`src/rtl/cube_group_packer.sv`:
```
// Rebuilds a 32-bit word from eleven 3-bit groups arriving MSB-first (group 0
// carries only two payload bits), then holds it until the consumer takes it.
// Handshake: a group moves when in_valid && in_ready; the word moves when out_valid && out_ready.
module cube_group_packer (
  input  logic        clk,
  input  logic        rst_n,
  input  logic        clear,
  input  logic        in_valid,
  input  logic [2:0]  grp,
  output logic        in_ready,
  output logic [31:0] word,
  output logic        out_valid,
  input  logic        out_ready,
  output logic [3:0]  idx,
  output logic        fmt_err
);

  typedef enum logic {
    S_COLLECT = 1'b0,
    S_FULL    = 1'b1
  } state_t;

  localparam logic [3:0] LAST_IDX = 4'd10;

  state_t      state_q, state_d;
  logic [3:0]  idx_q, idx_d;
  logic [31:0] word_q, word_d;
  logic        fmt_err_q, fmt_err_d;
  logic        out_valid_q, out_valid_d;
  logic        accept;

  always_ff @(posedge clk or negedge rst_n) begin
    if (!rst_n) begin
      state_q     <= S_COLLECT;
      idx_q       <= 4'd0;
      word_q      <= 32'd0;
      fmt_err_q   <= 1'b0;
      out_valid_q <= 1'b0;
    end else begin
      state_q     <= state_d;
      idx_q       <= idx_d;
      word_q      <= word_d;
      fmt_err_q   <= fmt_err_d;
      out_valid_q <= out_valid_d;
    end
  end

  always_comb begin
    state_d = state_q;
    if (clear) begin
      state_d = S_COLLECT;
    end else begin
      case (state_q)
        S_COLLECT: if (accept && idx_q == LAST_IDX) state_d = S_FULL;
        S_FULL:    if (out_ready) state_d = S_COLLECT;
        default:   state_d = S_COLLECT;
      endcase
    end
  end

  always_comb begin
    in_ready = (state_q == S_COLLECT);
  end

  // clear outranks the handshake, so a group offered alongside it is dropped.
  assign accept = in_valid && in_ready && !clear;

  always_comb begin
    idx_d       = idx_q;
    word_d      = word_q;
    fmt_err_d   = fmt_err_q;
    out_valid_d = (state_d == S_FULL);
    if (clear) begin
      idx_d     = 4'd0;
      word_d    = 32'd0;
      fmt_err_d = 1'b0;
    end else if (accept) begin
      if (idx_q == 4'd0) begin
        word_d    = {30'd0, grp[1:0]};
        fmt_err_d = grp[2];
        idx_d     = 4'd1;
      end else begin
        word_d = {word_q[28:0], grp};
        idx_d  = (idx_q == LAST_IDX) ? 4'd0 : idx_q + 4'd1;
      end
    end
  end

  assign word      = word_q;
  assign out_valid = out_valid_q;
  assign idx       = idx_q;
  assign fmt_err   = fmt_err_q;

endmodule

```
`config.mk`:
```
export PLATFORM = sky130hd
export DESIGN_NAME = cube_group_packer
export DESIGN_NICKNAME = d
export VERILOG_FILES = /design/src/rtl/cube_group_packer.sv
export SDC_FILE = /design/constraint.sdc
export NUM_CORES = 1
export LEC_CHECK = 0
export ABC_AREA = 0
export CAP_MARGIN = 20
export CORE_AREA = 2 2 54 68
export DETAILED_ROUTE_END_ITERATION = 12
export DIE_AREA = 0 0 56 70
export GPL_TIMING_DRIVEN = 0
export PLACE_DENSITY = 0.8
export REMOVE_ABC_BUFFERS = 1
export SYNTH_ARGS = -nofsm -noshare
export SYNTH_HDL_FRONTEND = slang
export SYNTH_SLANG_ARGS = --single-unit
```
`constraint.sdc`:
```
create_clock -name clk -period 2.3 [get_ports clk]
set_input_delay 0.69 -clock clk [delete_from_list [all_inputs] [get_ports clk]]
set_output_delay 0.69 -clock clk [all_outputs]
set_load 0.01 [all_outputs]
```
# == Yosys cells after proc, flatten, opt, wreduce, memory -nomap -nowiden ==
# Cells that the tools add are included.
# word_totals
reg_bits,38
inputBits,8
out_inout_bits,39
# classes
add_sub_neg,1
n_eq_ne,1
muxes,14
n_bitwise,1
reduce_logical,8
# op_table
operator,count
$mux W32,3
$mux W4,4
$mux W1,6
$add A4 B1 Y4 const B,1
$eq A4 B4 Y1 const B,1
$logic_not A4 Y1,1
$reduce_bool A2 Y1,2
$logic_and A1 B1 Y1,3
$pmux W1 S2,1
$reduce_and A2 Y1,1
$logic_not A1 Y1,1
$not A1 Y1,1

# == Depth between registers and ports, before layout ==
# Gate-level depths: netlist of the first run.
# logic_depth
word_depth,7
ltp_mapped,6

# == Least setup slack after synthesis of the first run ==
# Ideal clock, no wire load.
# synth_path
kind,input-to-reg
from,input clear
to,"register idx_q[3], in the netlist idx[3]"
arrival_ns,1.426
t_required_ns,2.231
slack_ns,0.805
stages,3
cell_sequence,buf_2 or4_1 nand3_1
# synth_via
elab_chain_cells,3
elab_cells_between_ends,4
# synth_lines
item,line_no,source
start: declaration,7,"input logic clear,"
$logic_not A1 Y1,66,assign accept = in_valid && in_ready && !clear;
$logic_and A1 B1 Y1,66,
$reduce_bool A2 Y1 (no source line),n/a,
end signal: assignment,41,idx_q <= idx_d;
end: declaration,26,"logic [3:0] idx_q, idx_d;"
# Several ways; a longest one is shown, not always the timed one.
# A chain may end at the register's enable or synchronous reset.

# == Worst setup path in the final report of the first run ==
# layout_path
from,input clear
to,"register word_q[28], in the netlist word[28]"
# layout_via
elab_chain_cells,3
elab_cells_between_ends,4
# layout_lines
item,line_no,source
$logic_not A1 Y1,66,
$logic_and A1 B1 Y1,66,
$reduce_bool A2 Y1 (no source line),n/a,
end signal: assignment,42,word_q <= word_d;
end: declaration,27,"logic [31:0] word_q, word_d;"
# Several ways; a longest one is shown, not always the timed one.

==> impl_metrics.tcl, run 1 <==
set metrics [dict create \
    synth_cell_type_count 28 \
    setup.worst_path.start_class "primary input" \
    grt_first_pass_wirelength_mm 5.485 \
    dp_slack_ns -0.3188 \
    max_slew_margin_pct 44.96 \
    synth_seq_cells 38 \
    cts_tree "yes" \
    port_buffers 46 \
    dr.pass1.iters 4 \
    insertion_delay_ns 0.28 \
    r2r_slack_ns 0.55 \
    h-tree-depth 2 \
    syn_inst 117 \
    core_um2 3363 \
    top_usage_layer "met2" \
    grt-ovfl-total 0 \
    r2r-start "idx[0]$_DFFE_PN0P_" \
    crit_type "in -> reg" \
    rr_worst_depth 5 \
    cts_inserted_buffers 5 \
    synth_area_per_cell_um2 13.21 \
    cap_violations 0 \
    gp_congestion 0.7668 \
    die_y_um 70 \
    hold_path.class "in -> async" \
    slew_violations 0 \
    start_util_pct 45.94 \
    grt_use_total_pct 17.39 \
    grt_antenna_before_repair 0 \
    grt_max_degree 39 \
    critPathArrivalTime_ns 2.32 \
    fin_setup_tns_ns 0 \
    layout_common_cells "clkdlybuf4s50_1, dfrtp_1, a22o_1, nand2_1, clkbuf_8" \
    via_count 1169 \
    peakVddDrop_uv 441.5 \
    drt_wl_total_mm 3.283 \
    cts_sinks 38 \
    p_int_mw 1.033 \
    finalCriticalPeriod_ns 2.097 \
    nets 174 \
    ios 47 \
    cp_data_required_time_ns 2.52 \
    r2r_end "word[28]$_DFFE_PN0P_" \
    layout_commonest_cell "clkdlybuf4s50_1" \
    die_w_um 56 \
    instances_no_fill 203 \
    grt_util_met1_pct 23.03 \
    syn_to_final_growth_pct 38.46 \
    rows 24 \
    antenna_cells 0 \
    setup_viol 0 \
    drt-initial-drc-count 40 \
    p_clk_share_pct 41.2 \
    clkTransAtPathRegs_ns 0.07 \
    leakagePower_nw 0.9642 \
    dp.cells 194 \
    post-route-period-util_pct 91.18 \
    switching_share_pct 22.25 \
    clockRootBuffer "clkbuf_8" \
    yosysSeqAreaShare_pct 61.54 \
    fin_skew_ns 0.003251 \
    wl_per_cell_um 16.17 \
    use_met2_pct 26.67 \
    fin_ws_ns 0.2029 \
    outcome "finished clean" \
    drcViolationCount 0 \
    yosys.area.top_type "dfrtp_1" \
    cts_hold_buf 0 \
    grt_pass1_vias 1158 \
    tightest_slew_ns 0.8256 \
    synth_area_leaders "dfrtp_1, a22o_1, ha_1" \
    ant_nets 0 \
    yosysTopAreaCellShare_pct 61.54 \
    switching_power_uw 295.8 \
    die-area_um2 3920 \
    crit_fanout 19 \
    fin_util_pct 63.62 \
    cts_buffer_depth 2 \
    p_seq_share_pct 51.2 \
    combPwrFrac_pct 7.6 \
    yosysWarningCount 0 \
    end_kind "flip-flop" \
    rsz0062_at_grt "no" \
    hpwl_mm 2.151 \
    synth_area_um2 1545 \
    avgViaCountPerCell 5.759 \
    grt_util_met3_pct 5.741 \
    hold_viol_final 0 \
    layout-drive-gt1-share_pct 10.98 \
    fmax_mhz 476.8 \
    cellPowerDensity_nw_per_um2 621.3 \
]
[layout make-up]
class,count,area [µm²]
tap,39,48.80
clock inverter,3,40.04
clock buffer,5,68.82
multi-input combinational,67,545.5
fill,260,1224
inverter,4,15.01
sequential,38,950.9
timing repair buffer,47,470.5
[power groups by stage]
stage | clock (mW) | combinational (mW) | sequential [mW]
floorplan | 0 | 0.0365 | 0.696
global placement | 0 | 0.0881 | 0.693
detailed placement | 0 | 0.0959 | 0.693
CTS | 0.562 | 0.0971 | 0.680
global route | 0.592 | 0.112 | 0.681
finish | 0.548 | 0.101 | 0.680
[synth_stat cells, drive strengths merged]
| cell type | instances |
|---|---|
| nor3b | 1 |
| nand3b | 1 |
| o32ai | 1 |
| a221oi | 1 |
| or4 | 1 |
| or3 | 1 |
| ha | 3 |
| a21oi | 4 |
| a22o | 30 |
| inv | 4 |
| buf | 9 |
| nand3 | 4 |
| nor3 | 2 |
| nand2 | 6 |
| nor2 | 2 |
| and2 | 1 |
| o21ai | 1 |
| a21bo | 1 |
| dfrtp | 38 |
| a41o | 1 |
| mux2 | 1 |
| o2111ai | 1 |
| nor2b | 1 |
| nand2b | 2 |
[flip-flops by register name (all words and copies together), names as in the netlist]
name,flops
word,32
idx,4
fmt_err,1
out_valid,1
[what timing repair did]
item                                    in CTS  in global routing
buffers inserted                             0                  0
resized for setup                            0                  2
endpoints found under the setup margin       0                 30
[worst max path at each step]
stage	depth (start not counted)	slack, ns	startpoint	endpoint
after global placement	4	-0.79	in_valid	word[29]$_DFFE_PN0P_
after floorplan	3	0.12	in_valid	word[10]$_DFFE_PN0P_
after CTS	3	0.009	clear	word[28]$_DFFE_PN0P_
final	4	0.20	clear	word[28]$_DFFE_PN0P_
after global routing	4	0.09	clear	word[20]$_DFFE_PN0P_
after detailed placement	3	-0.32	clear	word[28]$_DFFE_PN0P_
[cells by family after synthesis]
kind of cell	Yosys count	synth area share [%]
AO/OA/AOI/OAI	40	21.62
flip-flops	38	61.54
buffers and inverters	13	4.939
adder cells (fa/ha/maj)	3	2.429
AND/OR/NAND/NOR	22	8.503
multiplexers	1	0.9714
[metrics by stage]
step / instance area [µm²] / hold WS, ns / power [mW]
finish: 2140 / 0.4990 / 1.329
global route: 2140 / 0.5289 / 1.384
CTS: 2121 / 0.5160 / 1.340
detailed placement: 2012 / 0.4989 / 0.7893
global placement: 1993 / 0.4876 / 0.7813
floorplan: 1484 / 0.3944 / 0.7326
[worst max-delay path: stages]
cell	delay (ns)
clkdlybuf4s50_1	0.68
nor2_2	0.56
buf_8	0.23
a22o_1	0.16
[routing by layer]
layer  vias to the layer above  wire (µm)  part of all wire [%]
met2                        55       1530                    47
li1                        529          -                     -
met4                         0         49                   1.5
met5                         -          0                     0
met1                       579       1454                    44
met3                         6        249                   7.6
(Power assumes the default switching activity.)
==> run 2: changes to the inputs <==
--- a/config.mk
+++ b/config.mk
@@ -7,9 +7,9 @@
 export LEC_CHECK = 0
 export ABC_AREA = 0
 export CAP_MARGIN = 20
-export CORE_AREA = 2 2 54 68
+export CORE_AREA = 10 10 62 76
 export DETAILED_ROUTE_END_ITERATION = 12
-export DIE_AREA = 0 0 56 70
+export DIE_AREA = 0 0 72 86
 export GPL_TIMING_DRIVEN = 0
 export PLACE_DENSITY = 0.8
 export REMOVE_ABC_BUFFERS = 1
==> impl_metrics.tcl, run 2 (synthesis gave the netlist of run 1 again) <==
set metrics [dict create \
    outcome "finished clean" \
    drcViolationCount 0 \
    dp.cells 193 \
    multi_input_area_um2 529.3 \
    ios 47 \
    rows 23 \
    grt_first_pass_wirelength_mm 6.216 \
    start_util_pct 47.94 \
    fin_setup_tns_ns 0 \
    fmax_mhz 477.9 \
    end_kind "output pin" \
    leakagePower_nw 0.9817 \
    cts_tree "yes" \
    grt_use_total_pct 12.50 \
    instances_no_fill 201 \
    drt-initial-drc-count 78 \
    grt-ovfl-total 0 \
    insertion_delay_ns 0.30 \
    hold_viol_final 0 \
    peakVddDrop_uv 525.8 \
    cp-startpoint "idx[2]$_DFFE_PN0P_" \
    critPathArrivalTime_ns 1.40 \
    clockRootBuffer "clkbuf_8" \
    dr.pass1.iters 4 \
    cts_buffer_depth 2 \
    gp_congestion 0.7270 \
    ant_nets 0 \
    r2r_end "word[4]$_DFFE_PN0P_" \
    critPathSlowestCell "clkdlybuf4s50_1" \
    crit_type "reg -> out" \
    grt_pass1_vias 1197 \
    post-route-period-util_pct 90.99 \
    fin_util_pct 67.55 \
    regArea_um2 950.9 \
    nets 174 \
    tightest_slew_ns 0.8116 \
    syn_to_final_growth_pct 40.89 \
    cts_setup_buffers 0 \
    layout_commonest_cell "clkdlybuf4s50_1" \
    drt_wl_total_mm 3.656 \
    slew_violations 0 \
    avgViaCountPerCell 5.682 \
    h-tree-depth 2 \
    cts_sinks 38 \
    die_w_um 72 \
    max_slew_margin_pct 45.90 \
    r2r-start "idx[0]$_DFFE_PN0P_" \
    setup.worst_path.start_class "flip-flop" \
    via_count 1142 \
    cp_data_required_time_ns 1.61 \
    cp_top_family "buffers and inverters" \
    grt_antenna_before_repair 0 \
    die-area_um2 6192 \
    antenna_cells 0 \
    clkTransAtPathRegs_ns 0.08 \
    grt_max_degree 39 \
    crit_fanout 9 \
    hpwl_mm 2.676 \
    rsz0062_at_grt "no" \
    hold_path.class "in -> async" \
    layout_common_cells "clkdlybuf4s50_1, dfrtp_1, a22o_1, nand2_1, clkbuf_8" \
    fin_skew_ns 0.006953 \
    rr_worst_depth 6 \
    layout-drive-gt1-share_pct 10.98 \
    die_y_um 86 \
    finalCriticalPeriod_ns 2.093 \
    worst_hold_slack_ns 0.4822 \
    timing.critical_path.slowest_cell_delay_ns 0.61 \
    r2r_slack_ns 0.58 \
    cp_cell_sequence "clkdlybuf4s50_1" \
    cap_violations 0 \
    p_total_mw 1.463 \
    fillers 253 \
    cts_inserted_buffers 5 \
    port_buffers 46 \
    wl_per_cell_um 18.19 \
    core_um2 3223 \
    largest_reg_flops 32 \
    critical_path_buf_inv_count 1 \
    cellPowerDensity_nw_per_um2 671.9 \
    setup_viol 0 \
]
run 2: changes by cell type in the layout (fill, tap and decap cells not counted):
| cell | change |
|---|---|
| buf_16 | +1 |
| bufinv_16 | +1 |
| clkinv_4 | +1 |
| nor3_4 | -1 |
| clkinv_2 | -2 |
run 2: worst max-delay path by stage:
stage / cells after the start / endpoint
2_1_floorplan: 3 / word[10]$_DFFE_PN0P_
3_3_place_gp: 4 / word[23]$_DFFE_PN0P_
3_5_place_dp: 5 / word[23]$_DFFE_PN0P_
4_1_cts: 5 / word[23]$_DFFE_PN0P_
5_1_grt: 1 / idx[2]
6_report: 1 / idx[2]
run 2: per-stage QoR:
stage	cell area [µm²]	worst slack, ns
floorplan	1484	0.1196
finish	2177	0.2073
detailed placement	2037	-0.2062
global route	2177	0.1027
CTS	2175	0.1017
global placement	1991	-0.7930
run 2: what timing repair did:
item	4_1_cts	5_1_grt
resized for setup	0	1
hold endpoints to repair	0	0
setup endpoints to repair	0	20
hold buffers	0	0
run 2: power breakdown:
part           leakage (nW)  total (mW)  switching, mW  internal (mW)
logic                 0.386       0.103         0.0592         0.0438
registers             0.528       0.681        0.00619          0.674
clock network        0.0683       0.679          0.245          0.434
total                 0.982        1.46          0.310           1.15
run 2: area by class of cell:
type / count / share of cell area, %
flip-flops and latches: 38 / 43.68
inverters: 4 / 0.6897
repair buffers: 48 / 22.87
well taps: 37 / 2.126
clock inverters: 3 / 3.161
multi-input cells: 66 / 24.31
clock buffers: 5 / 3.161
run 2: routing by layer:
metal | global-route usage, % | routed length, µm | part of all wire (%)
met4 | 4.586 | 46 | 1.3
met3 | 7.382 | 464 | 13
met1 | 13.84 | 1460 | 40
met2 | 19.29 | 1685 | 46
met5 | 0 | 0 | 0
